[src/rtl/eco_patch_lut_if.sv]
// Config and evaluation bundle for eco_patch_lut: serial table load handshake
// plus the registered evaluation path. master drives requests, slave answers.
interface eco_patch_lut_if #(
  parameter int NUM_IN  = 4,
  parameter int NUM_OUT = 1
);
  logic               cfg_valid;
  logic               cfg_ready;
  logic               cfg_bit;
  logic               cfg_last;
  logic               cfg_err;
  logic               in_valid;
  logic [NUM_IN-1:0]  in_vec;
  logic [NUM_OUT-1:0] orig_vec;
  logic               out_valid;
  logic [NUM_OUT-1:0] out_vec;
  logic               patch_active;

  modport master (
    output cfg_valid, cfg_bit, cfg_last, in_valid, in_vec, orig_vec,
    input  cfg_ready, cfg_err, out_valid, out_vec, patch_active
  );

  modport slave (
    input  cfg_valid, cfg_bit, cfg_last, in_valid, in_vec, orig_vec,
    output cfg_ready, cfg_err, out_valid, out_vec, patch_active
  );
endinterface

[src/rtl/eco_patch_lut.sv]
// Runtime-programmable LUT patch cell: bypasses orig_vec until a serially loaded
// table commits. Define PATCH_CFG_PARITY_EN to require an even-parity bit after the table.
module eco_patch_lut #(
  parameter int NUM_IN  = 4,
  parameter int NUM_OUT = 1
) (
  input  logic clk,
  input  logic rst,
  eco_patch_lut_if.slave bus
);
  localparam int MINTERMS = 2 ** NUM_IN;
  localparam int TBL_BITS = NUM_OUT * MINTERMS;
  localparam int IDX_W    = (TBL_BITS > 1) ? $clog2(TBL_BITS) : 1;
  localparam logic [IDX_W-1:0] LAST_IDX = IDX_W'(TBL_BITS - 1);

  typedef enum logic [1:0] {
    IDLE,
    LOAD,
`ifdef PATCH_CFG_PARITY_EN
    PARITY,
`endif
    COMMIT
  } state_t;

  state_t               state_reg, state_next;
  logic [IDX_W-1:0]     count_reg, count_next;
  logic [TBL_BITS-1:0]  shadow_reg;
  logic [TBL_BITS-1:0]  active_reg;
  logic                 patch_active_reg;
  logic                 err_reg, err_next;
  logic                 shadow_we;
  logic                 shadow_clr;
  logic                 final_bit;
  logic                 out_valid_reg;
  logic [NUM_OUT-1:0]   out_vec_reg;
  logic [NUM_OUT-1:0]   lut_vec;

  // count_reg is always 0 in IDLE, so IDLE and LOAD share the same bit handling
  assign final_bit = (count_reg == LAST_IDX);

  always_comb begin
    state_next = state_reg;
    count_next = count_reg;
    err_next   = 1'b0;
    shadow_we  = 1'b0;
    shadow_clr = 1'b0;
    case (state_reg)
      IDLE, LOAD: begin
        if (bus.cfg_valid) begin
          shadow_we = 1'b1;
          if (bus.cfg_last && final_bit) begin
`ifdef PATCH_CFG_PARITY_EN
            state_next = PARITY;
`else
            state_next = COMMIT;
`endif
            count_next = '0;
          end else if (bus.cfg_last || final_bit) begin
            err_next   = 1'b1;
            shadow_clr = 1'b1;
            state_next = IDLE;
            count_next = '0;
          end else begin
            state_next = LOAD;
            count_next = count_reg + IDX_W'(1);
          end
        end
      end
`ifdef PATCH_CFG_PARITY_EN
      PARITY: begin
        if (bus.cfg_valid) begin
          if (bus.cfg_bit == ^shadow_reg) begin
            state_next = COMMIT;
          end else begin
            err_next   = 1'b1;
            shadow_clr = 1'b1;
            state_next = IDLE;
          end
        end
      end
`endif
      COMMIT:  state_next = IDLE;
      default: state_next = IDLE;
    endcase
  end

  always_ff @(posedge clk or posedge rst) begin
    if (rst) begin
      state_reg        <= IDLE;
      count_reg        <= '0;
      err_reg          <= 1'b0;
      shadow_reg       <= '0;
      active_reg       <= '0;
      patch_active_reg <= 1'b0;
    end else begin
      state_reg <= state_next;
      count_reg <= count_next;
      err_reg   <= err_next;
      if (shadow_clr) begin
        shadow_reg <= '0;
      end else if (shadow_we) begin
        shadow_reg[count_reg] <= bus.cfg_bit;
      end
      if (state_reg == COMMIT) begin
        active_reg       <= shadow_reg;
        patch_active_reg <= 1'b1;
      end
    end
  end

  genvar gi;
  generate
    for (gi = 0; gi < NUM_OUT; gi++) begin : g_lut
      logic [MINTERMS-1:0] row;
      assign row         = active_reg[gi*MINTERMS +: MINTERMS];
      assign lut_vec[gi] = row[bus.in_vec];
    end
  endgenerate

  // Evaluation reads the active table as it stood before this edge, so a
  // request in the COMMIT cycle still sees the old table
  always_ff @(posedge clk or posedge rst) begin
    if (rst) begin
      out_valid_reg <= 1'b0;
      out_vec_reg   <= '0;
    end else begin
      out_valid_reg <= bus.in_valid;
      if (bus.in_valid) begin
        out_vec_reg <= patch_active_reg ? lut_vec : bus.orig_vec;
      end
    end
  end

  assign bus.cfg_ready    = (state_reg != COMMIT);
  assign bus.cfg_err      = err_reg;
  assign bus.out_valid    = out_valid_reg;
  assign bus.out_vec      = out_vec_reg;
  assign bus.patch_active = patch_active_reg;
endmodule

[src/flat_wrapper.sv]
// flat-port wrapper written by rule: the top's interface ports become plain ports
module eco_patch_lut_flat 
#(
  parameter int NUM_IN  = 4,
  parameter int NUM_OUT = 1
)
  (clk, rst, bus_cfg_valid, bus_cfg_bit, bus_cfg_last, bus_in_valid, bus_in_vec, bus_orig_vec, bus_cfg_ready, bus_cfg_err, bus_out_valid, bus_out_vec, bus_patch_active);
  eco_patch_lut_if #(.NUM_IN(NUM_IN), .NUM_OUT(NUM_OUT)) bus_i ();
  input  logic clk;
  input  logic rst;
  input wire logic [$bits(bus_i.cfg_valid)-1:0] bus_cfg_valid;
  input wire logic [$bits(bus_i.cfg_bit)-1:0] bus_cfg_bit;
  input wire logic [$bits(bus_i.cfg_last)-1:0] bus_cfg_last;
  input wire logic [$bits(bus_i.in_valid)-1:0] bus_in_valid;
  input wire logic [$bits(bus_i.in_vec)-1:0] bus_in_vec;
  input wire logic [$bits(bus_i.orig_vec)-1:0] bus_orig_vec;
  output wire logic [$bits(bus_i.cfg_ready)-1:0] bus_cfg_ready;
  output wire logic [$bits(bus_i.cfg_err)-1:0] bus_cfg_err;
  output wire logic [$bits(bus_i.out_valid)-1:0] bus_out_valid;
  output wire logic [$bits(bus_i.out_vec)-1:0] bus_out_vec;
  output wire logic [$bits(bus_i.patch_active)-1:0] bus_patch_active;
  assign bus_i.cfg_valid = bus_cfg_valid;
  assign bus_i.cfg_bit = bus_cfg_bit;
  assign bus_i.cfg_last = bus_cfg_last;
  assign bus_i.in_valid = bus_in_valid;
  assign bus_i.in_vec = bus_in_vec;
  assign bus_i.orig_vec = bus_orig_vec;
  assign bus_cfg_ready = bus_i.cfg_ready;
  assign bus_cfg_err = bus_i.cfg_err;
  assign bus_out_valid = bus_i.out_valid;
  assign bus_out_vec = bus_i.out_vec;
  assign bus_patch_active = bus_i.patch_active;
  eco_patch_lut #(.NUM_IN(NUM_IN), .NUM_OUT(NUM_OUT)) u_core (.clk(clk), .rst(rst), .bus(bus_i));
endmodule
[config.mk]
export PLATFORM = sky130hd
export DESIGN_NAME = eco_patch_lut_flat
export DESIGN_NICKNAME = d
export VERILOG_FILES = /design/src/rtl/eco_patch_lut_if.sv /design/src/rtl/eco_patch_lut.sv /design/src/flat_wrapper.sv
export SDC_FILE = /design/constraint.sdc
export NUM_CORES = 1
export LEC_CHECK = 0
export CAP_MARGIN = 30
export CORE_ASPECT_RATIO = 0.6
export CORE_MARGIN = 2
export CORE_UTILIZATION = 60
export DETAILED_ROUTE_END_ITERATION = 10
export HOLD_SLACK_MARGIN = 0.08
export PLACE_DENSITY_LB_ADDON = 0.08
export SLEW_MARGIN = 40
export SYNTH_ARGS = -nofsm -noshare
export SYNTH_HDL_FRONTEND = slang
export SYNTH_SLANG_ARGS = --single-unit
[constraint.sdc]
create_clock -name clk -period 4.89 [get_ports clk]
set_clock_uncertainty 0.15 [all_clocks]
set_input_delay 0.978 -clock clk [delete_from_list [all_inputs] [get_ports clk]]
set_output_delay 0.978 -clock clk [all_outputs]
set_load 0.03 [all_outputs]
==> metrics.cfg <==
[run_status]
status=finished clean

[finish]
nFillCells=188
layout-drive-gt1-share_pct=15.14
ff_latch_area_sq_mm=0.001051
fin_util_pct=75.18
fin_area_sq_mm=0.002243
diodes=0
nets=201
multi_input_area_sq_um=849.6
area_growth_pct=14.86

[synthesis]
synth_nets=186
syn_area_sq_mm=0.001953
synth.most_common_cell=dfrtp_1
synth_top_area_share_pct=53.81
syn_inst=169
yosysWarnings=0
ys_types=23
synth_ff_type=dfrtp_1
yosysSeqAreaShare_pct=53.81
yosys_register_bits=42
synth_top_cells_by_area=dfrtp_1, mux2_2, o21ai_0
synth_top_cell_by_area=dfrtp_1
synthArstFlopShare_pct=100.0
synthTopCellsByCount=dfrtp_1, o21ai_0, mux2_2
avgSynthCellArea_sq_um=11.56
synth_edf_count=0

[clock_network]
clock-sinks=42
ctsLongestPathBuffers=2
cts_buffers=5
cts_tree=done
clockRootBuffer=clkbuf_8
clk_latency_ns=0.29
cts.repair.resized=0
cts_setup_buffers=0
cts.htree.levels=2
postCtsHoldBufs=0
path_clk_slew_ns=0.08

[sta]
hold_viol=0
maxSlewViolCount=0
max_freq_mhz=337.9
post-route-period-util_pct=60.52
rsz0062_at_grt=false
layout_min_cycle_time_ns=2.960
finalWorstSetupSlack_ns=1.930
finalSetupTns_ns=0
worst_slew_pin_slew_ns=0.6364
whs_ns=0.3521
finalSetupViolations=0
slew_headroom_pct=57.57

[floorplan]
pin_count=16
die_y_um=48.20
coreArea_sq_mm=0.002984
rows=15
die_area_sq_mm=0.003743
initial_core_util_pct=65.45
die_width_um=77.66

[setup_path]
critPathLaunchType=flip-flop
cp_top_family=buffers and inverters
r2r_slack_ns=2.46
reg2reg_from=u_core.count_reg[0]$_DFFE_PP0P_
cp_cell_sequence=nand2b_2 > clkdlybuf4s50_1
crit_type=reg -> out
cp_max_fo=18
max_stage_delay_ns=0.76
critPathArrivalTime_ns=1.83
required_ns=3.76
rr_endpoint=u_core.shadow_reg[4]$_DFFE_PP0P_
worstRegToRegCells=6
slowest_stage=clkdlybuf4s50_1
cp-end-kind=primary output
cp.buffers_inverters=1

[global_routing]
grt_pass1_vias=1345
grt_max_degree=43
overflow=0
grt_usage_pct=23.66
use_met1_pct=32.93
busiest_layer=met2
grt_pass1_wl_um=6534
antenna_found_initial=0
use_met2_pct=37.93
grt_use_met3_pct=6.296

[worst_hold_path]
worst_hold_startpoint=u_core.active_reg[3]$_DFFE_PP0N_
hold_end=u_core.active_reg[3]$_DFFE_PP0N_
hold_class=reg -> reg
hold_depth=1

[placed_design]
place.gp.congestion=0.8716
dp_hpwl_um=2846
dpl-instance-area_sq_mm=0.002131
io_buffers=15
place_ws_ns=1.877

[routing]
firstDrtPassIters=4
drc=0
antenna_left=0
drt_iter0_drc=119
vias=1341
wl_per_cell_um=17.43
drt_wl_total_um=3957
viasPerCell=5.907

[power_and_ir_drop]
p_leak_nw=1.070
power_density_mw_per_mm2=310.9
ir_drop_v=0.0002814

[flow_run]
cap_violations=0

## layout by cell type, fill, tap and decap left out, types with 5 or more instances in the layout
cell type | Yosys | final
o21ai_0 | 37 | 37
nand2_1 | 8 | 8
mux2_2 | 17 | 17
ha_1 | 6 | 6
a21oi_1 | 12 | 12
clkdlybuf4s50_1 | 0 | 15
nand2b_1 | 6 | 5
inv_1 | 6 | 6
clkbuf_8 | 0 | 5
dfrtp_1 | 42 | 42
## worst max-delay path by stage
| stage | from | to | slack (ns) | cells past startpoint |
|---|---|---|---|---|
| 2_1_floorplan | bus_cfg_last | u_core.shadow_reg[5]$_DFFE_PP0P_ | 2.56 | 7 |
| 3_3_place_gp | bus_in_vec[0] | u_core.bus.out_vec$_DFFE_PP0P_ | 1.94 | 5 |
| 3_5_place_dp | bus_cfg_last | u_core.shadow_reg[5]$_DFFE_PP0P_ | 1.88 | 6 |
| 4_1_cts | u_core.state_reg[0]$_DFFE_PP0P_ | bus_cfg_ready | 1.63 | 2 |
| 5_1_grt | u_core.state_reg[1]$_DFFE_PP0P_ | bus_cfg_ready | 1.87 | 2 |
| 6_report | u_core.state_reg[1]$_DFFE_PP0P_ | bus_cfg_ready | 1.93 | 2 |
## metrics by stage
step | instances | power (W)
3_5_place_dp | 219 | 0.0004351
5_1_grt | 227 | 0.0007258
6_report | 227 | 0.0006976
4_1_cts | 227 | 0.0007005
2_1_floorplan | 169 | 0.0004093
3_3_place_gp | 219 | 0.0004324
## layout make-up
class,count,area share [%]
Clock buffer,6,3.235
Tap cell,42,2.342
Inverter,6,1.004
Clock inverter,2,1.673
Sequential cell,42,46.85
Multi-Input combinational cell,113,37.87
Timing Repair Buffer,16,7.027
## layer usage
metal	vias to the layer above	part of all wire [%]
li1	635	-
met1	648	48
met2	54	44
met3	4	7.5
met4	0	0.71
met5	-	0
## cell families after synthesis
| group | share of synthesized area (%) |
|---|---|
| AO/OA/AOI/OAI | 14.73 |
| multiplexers | 17.23 |
| adder cells (fa/ha/maj) | 3.844 |
| AND/OR/NAND/NOR | 7.560 |
| buffers and inverters | 2.819 |
| flip-flops | 53.81 |
## power by group
group | switching, W | leakage (nW) | internal [W]
Combinational | 0.0000396 | 0.443 | 0.0000261
Clock | 0.000116 | 0.0514 | 0.000152
Sequential | 0.00000844 | 0.576 | 0.000356
Note: power is estimated with default switching activity, not from simulation.
